$ cat src/rtl/ram_arbiter_clear_if.sv
// ----------------------------------------------------------------------------
// ram_arbiter_clear_if
//
// Purpose : Access channel between one client block and the RAM arbiter.
//           Each requester (A, B) gets its own instance of this bundle.
//
// Signals :
//   req    client -> arbiter  access request, held until gnt
//   we     client -> arbiter  1 = write, 0 = read (qualified by req)
//   addr   client -> arbiter  word address
//   wdata  client -> arbiter  write data
//   gnt    arbiter -> client  access issued this cycle (combinational)
//   rvalid arbiter -> client  rdata carries this client's read result
//   rdata  arbiter -> client  shared RAM read data (no reset)
//
// Modports: master = client side, slave = arbiter side.
// ----------------------------------------------------------------------------
interface ram_arbiter_clear_if #(
  parameter int DATA_WIDTH = 32,
  parameter int ADDR_WIDTH = 7
);
  logic                  req;
  logic                  we;
  logic [ADDR_WIDTH-1:0] addr;
  logic [DATA_WIDTH-1:0] wdata;
  logic                  gnt;
  logic                  rvalid;
  logic [DATA_WIDTH-1:0] rdata;

  modport master (
    output req, we, addr, wdata,
    input  gnt, rvalid, rdata
  );

  modport slave (
    input  req, we, addr, wdata,
    output gnt, rvalid, rdata
  );
endinterface

$ cat src/rtl/ram_arbiter_clear.sv
// ----------------------------------------------------------------------------
// ram_arbiter_clear
//
// Purpose : Round-robin arbiter and zero-fill sequencer in front of one
//           single-port synchronous RAM (registered read, 1-cycle latency).
//           Two requesters share the RAM with at most one access per cycle.
//           After reset the whole RAM can optionally be cleared to zero
//           before any request is accepted.
//
// Ports   :
//   clk       single clock, rising edge
//   reset     synchronous, active-high
//   port_a    requester A channel (slave modport)
//   port_b    requester B channel (slave modport)
//   busy      high while the zero-fill sequence runs
//   ram_we    RAM write enable
//   ram_addr  RAM address
//   ram_d     RAM write data
//   ram_q     RAM registered read data (forwarded to both rdata outputs)
// ----------------------------------------------------------------------------
module ram_arbiter_clear #(
  parameter int DATA_WIDTH     = 32,
  parameter int ADDR_WIDTH     = 7,
  parameter bit CLEAR_ON_RESET = 1'b1
) (
  input  logic                  clk,
  input  logic                  reset,
  ram_arbiter_clear_if.slave    port_a,
  ram_arbiter_clear_if.slave    port_b,
  output logic                  busy,
  output logic                  ram_we,
  output logic [ADDR_WIDTH-1:0] ram_addr,
  output logic [DATA_WIDTH-1:0] ram_d,
  input  logic [DATA_WIDTH-1:0] ram_q
);

  typedef enum logic {
    ST_CLEAR = 1'b0,
    ST_RUN   = 1'b1
  } state_t;

  localparam state_t RESET_STATE = CLEAR_ON_RESET ? ST_CLEAR : ST_RUN;

  // Last address written by the zero-fill sequence.
  localparam logic [ADDR_WIDTH-1:0] CLR_LAST = '1;

  // Round-robin pointer encoding: which side wins the next tie.
  localparam logic PRIO_A = 1'b0;
  localparam logic PRIO_B = 1'b1;

  state_t                state_q,     state_d;
  logic [ADDR_WIDTH-1:0] clr_cnt_q,   clr_cnt_d;
  logic                  prio_q,      prio_d;
  logic                  rvalid_a_q,  rvalid_a_d;
  logic                  rvalid_b_q,  rvalid_b_d;

  logic                  gnt_a;
  logic                  gnt_b;

  // --------------------------------------------------------------------------
  // State and datapath registers
  // --------------------------------------------------------------------------
  always_ff @(posedge clk) begin
    if (reset) begin
      state_q    <= RESET_STATE;
      clr_cnt_q  <= '0;
      prio_q     <= PRIO_A;
      rvalid_a_q <= 1'b0;
      rvalid_b_q <= 1'b0;
    end else begin
      state_q    <= state_d;
      clr_cnt_q  <= clr_cnt_d;
      prio_q     <= prio_d;
      rvalid_a_q <= rvalid_a_d;
      rvalid_b_q <= rvalid_b_d;
    end
  end

  // --------------------------------------------------------------------------
  // Next-state logic
  // --------------------------------------------------------------------------
  always_comb begin
    state_d = state_q;
    case (state_q)
      ST_CLEAR: begin
        // The write to the last word goes out this cycle; requests are
        // accepted from the following cycle on.
        if (clr_cnt_q == CLR_LAST) begin
          state_d = ST_RUN;
        end
      end
      ST_RUN: begin
        state_d = ST_RUN;
      end
      default: begin
        state_d = RESET_STATE;
      end
    endcase
  end

  // --------------------------------------------------------------------------
  // Datapath next values: clear counter, round-robin pointer, read valids
  // --------------------------------------------------------------------------
  always_comb begin
    clr_cnt_d = clr_cnt_q;
    if (state_q == ST_CLEAR) begin
      // Wraps back to zero after the last word, ready for a later reset.
      clr_cnt_d = clr_cnt_q + 1'b1;
    end

    // The side just served loses the next tie.
    prio_d = prio_q;
    if (gnt_a) begin
      prio_d = PRIO_B;
    end else if (gnt_b) begin
      prio_d = PRIO_A;
    end

    // The RAM returns read data one cycle after the address is presented,
    // so the valid flag is simply the read grant delayed by one register.
    rvalid_a_d = gnt_a & ~port_a.we;
    rvalid_b_d = gnt_b & ~port_b.we;
  end

  // --------------------------------------------------------------------------
  // Output logic: grants and RAM port steering
  // --------------------------------------------------------------------------
  always_comb begin
    gnt_a    = 1'b0;
    gnt_b    = 1'b0;
    ram_we   = 1'b0;
    ram_addr = '0;
    ram_d    = '0;
    busy     = (state_q == ST_CLEAR);

    // Nothing reaches the RAM while reset is held, even though the state
    // register has not yet been re-initialised in the first reset cycle.
    if (!reset) begin
      case (state_q)
        ST_CLEAR: begin
          ram_we   = 1'b1;
          ram_addr = clr_cnt_q;
        end
        ST_RUN: begin
          gnt_a = port_a.req & (~port_b.req | (prio_q == PRIO_A));
          gnt_b = port_b.req & (~port_a.req | (prio_q == PRIO_B));
          if (gnt_a) begin
            ram_we   = port_a.we;
            ram_addr = port_a.addr;
            ram_d    = port_a.wdata;
          end else if (gnt_b) begin
            ram_we   = port_b.we;
            ram_addr = port_b.addr;
            ram_d    = port_b.wdata;
          end
        end
        default: begin
          gnt_a = 1'b0;
          gnt_b = 1'b0;
        end
      endcase
    end
  end

  assign port_a.gnt    = gnt_a;
  assign port_b.gnt    = gnt_b;
  assign port_a.rvalid = rvalid_a_q;
  assign port_b.rvalid = rvalid_b_q;

  // Read data is shared; each client qualifies it with its own rvalid.
  assign port_a.rdata  = ram_q;
  assign port_b.rdata  = ram_q;

endmodule

$ cat src/flat_wrapper.sv
// flat-port wrapper written by rule: the top's interface ports become plain ports
module ram_arbiter_clear_flat 
#(
  parameter int DATA_WIDTH     = 32,
  parameter int ADDR_WIDTH     = 7,
  parameter bit CLEAR_ON_RESET = 1'b1
)
  (clk, reset, busy, ram_we, ram_addr, ram_d, ram_q, port_a_req, port_a_we, port_a_addr, port_a_wdata, port_a_gnt, port_a_rvalid, port_a_rdata, port_b_req, port_b_we, port_b_addr, port_b_wdata, port_b_gnt, port_b_rvalid, port_b_rdata);
  ram_arbiter_clear_if #(.DATA_WIDTH(DATA_WIDTH), .ADDR_WIDTH(ADDR_WIDTH)) port_a_i ();
  ram_arbiter_clear_if #(.DATA_WIDTH(DATA_WIDTH), .ADDR_WIDTH(ADDR_WIDTH)) port_b_i ();
  input  logic clk;
  input  logic reset;
  output logic busy;
  output logic ram_we;
  output logic [ADDR_WIDTH-1:0] ram_addr;
  output logic [DATA_WIDTH-1:0] ram_d;
  input  logic [DATA_WIDTH-1:0] ram_q;
  input wire logic [$bits(port_a_i.req)-1:0] port_a_req;
  input wire logic [$bits(port_a_i.we)-1:0] port_a_we;
  input wire logic [$bits(port_a_i.addr)-1:0] port_a_addr;
  input wire logic [$bits(port_a_i.wdata)-1:0] port_a_wdata;
  output wire logic [$bits(port_a_i.gnt)-1:0] port_a_gnt;
  output wire logic [$bits(port_a_i.rvalid)-1:0] port_a_rvalid;
  output wire logic [$bits(port_a_i.rdata)-1:0] port_a_rdata;
  input wire logic [$bits(port_b_i.req)-1:0] port_b_req;
  input wire logic [$bits(port_b_i.we)-1:0] port_b_we;
  input wire logic [$bits(port_b_i.addr)-1:0] port_b_addr;
  input wire logic [$bits(port_b_i.wdata)-1:0] port_b_wdata;
  output wire logic [$bits(port_b_i.gnt)-1:0] port_b_gnt;
  output wire logic [$bits(port_b_i.rvalid)-1:0] port_b_rvalid;
  output wire logic [$bits(port_b_i.rdata)-1:0] port_b_rdata;
  assign port_a_i.req = port_a_req;
  assign port_a_i.we = port_a_we;
  assign port_a_i.addr = port_a_addr;
  assign port_a_i.wdata = port_a_wdata;
  assign port_a_gnt = port_a_i.gnt;
  assign port_a_rvalid = port_a_i.rvalid;
  assign port_a_rdata = port_a_i.rdata;
  assign port_b_i.req = port_b_req;
  assign port_b_i.we = port_b_we;
  assign port_b_i.addr = port_b_addr;
  assign port_b_i.wdata = port_b_wdata;
  assign port_b_gnt = port_b_i.gnt;
  assign port_b_rvalid = port_b_i.rvalid;
  assign port_b_rdata = port_b_i.rdata;
  ram_arbiter_clear #(.DATA_WIDTH(DATA_WIDTH), .ADDR_WIDTH(ADDR_WIDTH), .CLEAR_ON_RESET(CLEAR_ON_RESET)) u_core (.clk(clk), .reset(reset), .port_a(port_a_i), .port_b(port_b_i), .busy(busy), .ram_we(ram_we), .ram_addr(ram_addr), .ram_d(ram_d), .ram_q(ram_q));
endmodule
$ cat config.mk
export PLATFORM = sky130hd
export DESIGN_NAME = ram_arbiter_clear_flat
export DESIGN_NICKNAME = d
export VERILOG_FILES = /design/src/rtl/ram_arbiter_clear_if.sv /design/src/rtl/ram_arbiter_clear.sv /design/src/flat_wrapper.sv
export SDC_FILE = /design/constraint.sdc
export NUM_CORES = 1
export LEC_CHECK = 0
export CAP_MARGIN = 20
export CORE_AREA = 2 2 88 90
export CTS_CLUSTER_DIAMETER = 30
export DETAILED_ROUTE_END_ITERATION = 10
export DIE_AREA = 0 0 90 92
export GPL_TIMING_DRIVEN = 0
export PLACE_DENSITY = 0.83
export SETUP_SLACK_MARGIN = 0.4
export SYNTH_ARGS = -nofsm -noshare
export SYNTH_HDL_FRONTEND = slang
export SYNTH_SLANG_ARGS = --single-unit
$ cat constraint.sdc
create_clock -name clk -period 2.33 [get_ports clk]
set_clock_uncertainty 0.1 [all_clocks]
set_input_delay 0.466 -clock clk [delete_from_list [all_inputs] [get_ports clk]]
set_output_delay 0.466 -clock clk [all_outputs]
set_load 0.05 [all_outputs]
# Word-level counts from Yosys, hierarchy flattened
# Index checks and enable logic that the tools add are counted.
dict set report totals {
  reg_bits 11
  input_bits 116
  out_inout_bits 109
}
dict set report classes {
  n_addsub 1
  n_eq_ne 1
  muxes 20
  n_bitwise 12
  n_reduce_logical 1
}
# op n
set ops {}
lappend ops {{32-bit 2-to-1 mux} 4}
lappend ops {{7-bit 2-to-1 mux} 3}
lappend ops {{7-bit one-hot mux with 2 select lines} 1}
lappend ops {{1-bit 2-to-1 mux} 10}
lappend ops {{7-bit by 1-bit adder with 7-bit output, second input constant} 1}
lappend ops {{7-bit equality test, second input constant} 1}
lappend ops {{1-bit inverter} 6}
lappend ops {{1-bit AND} 4}
lappend ops {{1-bit one-hot mux with 2 select lines} 2}
lappend ops {{1-bit bitwise OR} 2}
lappend ops {{2-bit nonzero test} 1}

# Logic depth before layout (Yosys ltp)
dict set report logic_depth {
  word_depth 7
  mapped_depth 6
}

# Worst setup path after synthesis
# Ideal clock, no wire load.
dict set report synth_timing {
  path_kind {reg2out}
  start {register u_core.state_q}
  end {output port ram_addr[4]}
  t_arrival_ns 2.392
  slack_ns -0.628
  path_stages_with_launch 5
  path_buffers 1
  cell_sequence {dfxtp_1 -> inv_1 -> clkbuf_1 -> a21oi_1 -> a221oi_1}
}
dict set report synth_between {
  elab_chain_len 3
}
# item line_no
set synth_rtl {}
lappend synth_rtl {{start, declared} ram_arbiter_clear.sv:51} ;# state_t state_q, state_d;
lappend synth_rtl {{start signal, assigned} ram_arbiter_clear.sv:71} ;# state_q <= state_d;
lappend synth_rtl {{1-bit inverter} -}
lappend synth_rtl {{named net busy} flat_wrapper.sv:13} ;# output logic busy;
lappend synth_rtl {{7-bit one-hot mux with 2 select lines} ram_arbiter_clear.sv:139} ;# case (state_q)
lappend synth_rtl {{7-bit 2-to-1 mux} ram_arbiter_clear.sv:138} ;# if (!reset) begin
lappend synth_rtl {{end, declared} flat_wrapper.sv:15} ;# output logic [ADDR_WIDTH-1:0] ram_addr;
# The timed path passes the listed nets, and every way through them passes these cells.

# Final worst setup path
dict set report layout_timing {
  start {register u_core.prio_q}
  end {output port ram_d[12]}
}
dict set report layout_between {
  elab_chain_len 6
}
# item line_no
set layout_rtl {}
lappend layout_rtl {{start, declared} ram_arbiter_clear.sv:53} ;# logic prio_q, prio_d;
lappend layout_rtl {{start signal, assigned} ram_arbiter_clear.sv:73} ;# prio_q <= prio_d;
lappend layout_rtl {{1-bit bitwise OR or 1-bit inverter (tied branches)} {ram_arbiter_clear.sv:146, ram_arbiter_clear.sv:145}}
lappend layout_rtl {{1-bit AND or 1-bit bitwise OR (tied branches)} {ram_arbiter_clear.sv:146, ram_arbiter_clear.sv:145}}
lappend layout_rtl {{32-bit 2-to-1 mux or 1-bit AND (tied branches)} {ram_arbiter_clear.sv:151, ram_arbiter_clear.sv:145}}
lappend layout_rtl {{32-bit 2-to-1 mux *} ram_arbiter_clear.sv:147} ;# if (gnt_a) begin
lappend layout_rtl {{32-bit 2-to-1 mux *} ram_arbiter_clear.sv:139}
lappend layout_rtl {{32-bit 2-to-1 mux *} ram_arbiter_clear.sv:138}
lappend layout_rtl {{end, declared} flat_wrapper.sv:16} ;# output logic [DATA_WIDTH-1:0] ram_d;
# Every way passes the cells marked *; elsewhere a longest branch is shown, timed or not.

==> run_results.csv <==
group,metric,value,unit
outcome,status,"completed",
worst_setup_path,worstPathMaxFanout,10,
sta,fin_crit,2290,ps
power_and_ir_drop,clkPwrFrac,0.182,
logic_synthesis,yosys.cell_count.top_type,"buf_4",
worst_setup_path,slowest_delay,330,ps
place,portBuffers,191,
clock_tree,clock-sinks,11,
power_and_ir_drop,pwr-share-seq,0.188,
worst_setup_path,slowest_stage,"dfxtp_2",
clock_tree,cts.htree.levels,1,
sta,setup_violations,0,
logic_synthesis,synth_nets,303,
worst_setup_path,worstPathRequired,1760,ps
power_and_ir_drop,pwr-share-comb,0.630,
worst_setup_path,regToRegSetupSlack,870,ps
logic_synthesis,yosysTopAreaCell,"buf_4",
floorplan,die_area,8280,um2
cells_and_area,final_cell_area,4510,um2
clock_tree,cts_buffer_depth,2,
logic_synthesis,synth-edff-count,0,
worst_setup_path,path_delay_family,"buffers and inverters",
sta,period_share,0.983,
floorplan,start_util,0.203,
drt,drt_iter0_markers,29,
global_route,antenna_found_initial,0,
place,finalWeightedCongestion,0.782,
sta,hold_slack,406,ps
global_route,grt_overflow,0,
logic_synthesis,synthTopCellsByCount,"buf_4, a22o_2, a21oi_1, dfxtp_1, nor2_1",
place,hpwl,5.86,mm
worst_setup_path,crit_top_cell,"buf_6",
drt,drc,0,
clock_tree,cts_buffers,3,
logic_synthesis,async_flop_share,0,
sta,rsz0062_at_grt,"true",
logic_synthesis,yosysSeqAreaShare,0.145,
sta,slew_headroom,0.646,
worst_setup_path,cp-start-kind,"flop",
drt,wl_per_cell,15.9,um
worst_setup_path,worstSetupEndpointType,"output pin",
worst_setup_path,r2r-end,"u_core.port_a.rvalid",
worst_setup_path,path_class,"reg2out",
logic_synthesis,ys.warnings.count,0,
drt,vias_per_cell,4.41,
min_path,min_path_type,"reg2reg",
sta,finalHoldViolCount,0,
logic_synthesis,syn-cell-area,1510,um2
clock_tree,cts_tree,"done",
drt,dr.pass1.iters,4,
power_and_ir_drop,ir_worst_vdd,0.161,mV
clock_tree,worstSkewPairLatency,240,ps
power_and_ir_drop,powerDensity,235,nW/um2
clock_tree,cts-root-buf,"clkbuf_8",
global_route,grt_max_degree,11,
power_and_ir_drop,fin_total_pwr,0.00106,W
min_path,min_from,"u_core.clr_cnt_q[6]",
drt,ant_nets,0,
clock_tree,ctsHoldBuffers,0,
cells_and_area,area_delta_synth_final,198,%
cells_and_area,utilization,0.605,
floorplan,die_x,90,um
drt,wl,7.96,mm
floorplan,io-pin-count,225,
flow_run,max-cap-violations,0,
logic_synthesis,syn_inst,186,
cells_and_area,drive_above_1_share,0.488,
floorplan,coreArea,7450,um2
min_path,hold_end,"u_core.clr_cnt_q[6]",
clock_tree,clk_pin_slew_worst_paths,50,ps
cells_and_area,antenna_cells,0,
logic_synthesis,ys.flop_type,"dfxtp_1",
sta,tightest_slew,529,ps
power_and_ir_drop,p_leak,2.01,nW
worst_setup_path,crit_chain,"buf_6, a21boi_4, nor3b_4, buf_6, buf_12, a22o_4, buf_8",
logic_synthesis,synth.distinct_cells,32,
worst_setup_path,crit_arrival,1720,ps
logic_synthesis,synth.top_cells.by_area,"buf_4, a22o_2, dfxtp_1",
worst_setup_path,reg2reg_from,"u_core.prio_q",
floorplan,rows,32,
sta,max_freq,0.437,GHz
power_and_ir_drop,internal_power,0.000644,W
worst_setup_path,path_depth,7,
power_and_ir_drop,switching_share,0.391,
logic_synthesis,syn_avg_cell_area,8.14,um2
global_route,grt_pass1_vias,2249,
worst_setup_path,crit_buf_inv,4,
floorplan,die-height,92,um
cells_and_area,nets,518,
worst_setup_path,rr_worst_depth,6,
place,dpl_cell_area,3850,um2
logic_synthesis,netlist.area_leader.share,0.322,
sta,slew_viol_final,0,
drt,vias,2212,
logic_synthesis,synth_seq_cells,11,
min_path,whs_path_depth,2,
global_route,grt_usage,0.173,
global_route,grt_pass1_wl,11.7,mm
power_and_ir_drop,p_switching,0.000413,W
worst register-to-register path, stage by stage, from the launching register on:
cell	delay, ps
dfxtp_2	330
buf_6	120
a21boi_4	190
nor3b_4	250
buf_4	160
buf_12	130
and2b_1	130
power by group through the flow:
| stage | Sequential [W] | Combinational (W) | Clock, W |
|---|---|---|---|
| after detailed placement | 0.000202 | 0.000624 | 0 |
| after global routing | 0.000199 | 0.000691 | 0.000211 |
| after CTS | 0.000198 | 0.000654 | 0.000199 |
| final | 0.000198 | 0.000666 | 0.000192 |
| after global placement | 0.000202 | 0.000617 | 0 |
| after floorplan | 0.000201 | 0.000350 | 0 |
cell usage in the layout, fill, tap and decap left out, types with 2 or more instances in the layout:
cell             Yosys  final
buf_12               0      8
nand3_2              0      3
dlymetal6s2s_1       0      2
buf_4               65     70
nand2_1              2      2
a211oi_4             0      3
o21ai_0              4      4
or3_1                3      3
nor2_1              10     10
dfxtp_1             11     10
buf_6                4     22
a21oi_1             11      9
inv_1                2      2
a211oi_2             0      2
nand2b_1             3      2
buf_16               0      2
nor2b_1              4      4
nand3_4              0      3
a22o_4               0     32
clkdlybuf4s50_1      0    144
clkbuf_8             0      4
nand3_1              8      2
buf_8                0     33
clkbuf_4             0      2
per-stage QoR:
stage               setup WS [ps]  std cells  TNS, ps
floorplan                     111        186        0
global placement            -1280        479   -47790
detailed placement          -1290        479   -48560
CTS                          65.6        500        0
global route                -22.6        502     -256
finish                       40.1        502        0
flip-flops by register name, indices dropped and copies added (netlist names):
register              count
u_core.clr_cnt_q          7
u_core.state_q            1
u_core.port_a.rvalid      1
u_core.prio_q             1
u_core.port_b.rvalid      1
metal layers:
layer / vias up / share of wire / GRT usage
met5: - / 0 / 0
met1: 1051 / 0.37 / 0.198
met3: 6 / 0.079 / 0.0403
met2: 131 / 0.54 / 0.320
met4: 0 / 0.011 / 0.0487
li1: 1024 / - / -
area by class of cell:
type | count | area [um2]
Fill cell | 592 | 2940
Tap cell | 102 | 128
Sequential cell | 11 | 221
Buffer | 77 | 671
Inverter | 2 | 7.51
Clock buffer | 4 | 45.0
Multi-Input combinational cell | 96 | 1110
Timing Repair Buffer | 210 | 2330
worst max path at each step:
stage                endpoint  slack, ps     startpoint
floorplan           ram_d[24]        110     port_b_req
global placement     ram_d[8]      -1280     port_a_req
detailed placement   ram_d[8]      -1290     port_a_req
CTS                 ram_d[17]         70  u_core.prio_q
global route        ram_d[12]        -20  u_core.prio_q
finish              ram_d[12]         40  u_core.prio_q
logic make-up (layout without fill, tap and decap cells):
family          count (synthesis)  after routing  share of synthesized area
flops                          11             11                      0.145
fa+ha+maj                       1              1                    0.00826
xor+xnor                        2              2                     0.0116
mux                             2              2                     0.0140
simple gates                   35             35                      0.129
compound gates                 56             56                      0.312
buf+inv                        79            293                      0.380
what timing repair did:
action                                  CTS  global route
endpoints found under the setup margin   51            45
hold endpoints to repair                  0             0
setup buffers                            14             2
gates cloned                              3             0
pin swaps                                10             8
gates resized for setup                 354            39
Power figures use the tool's default switching activity.
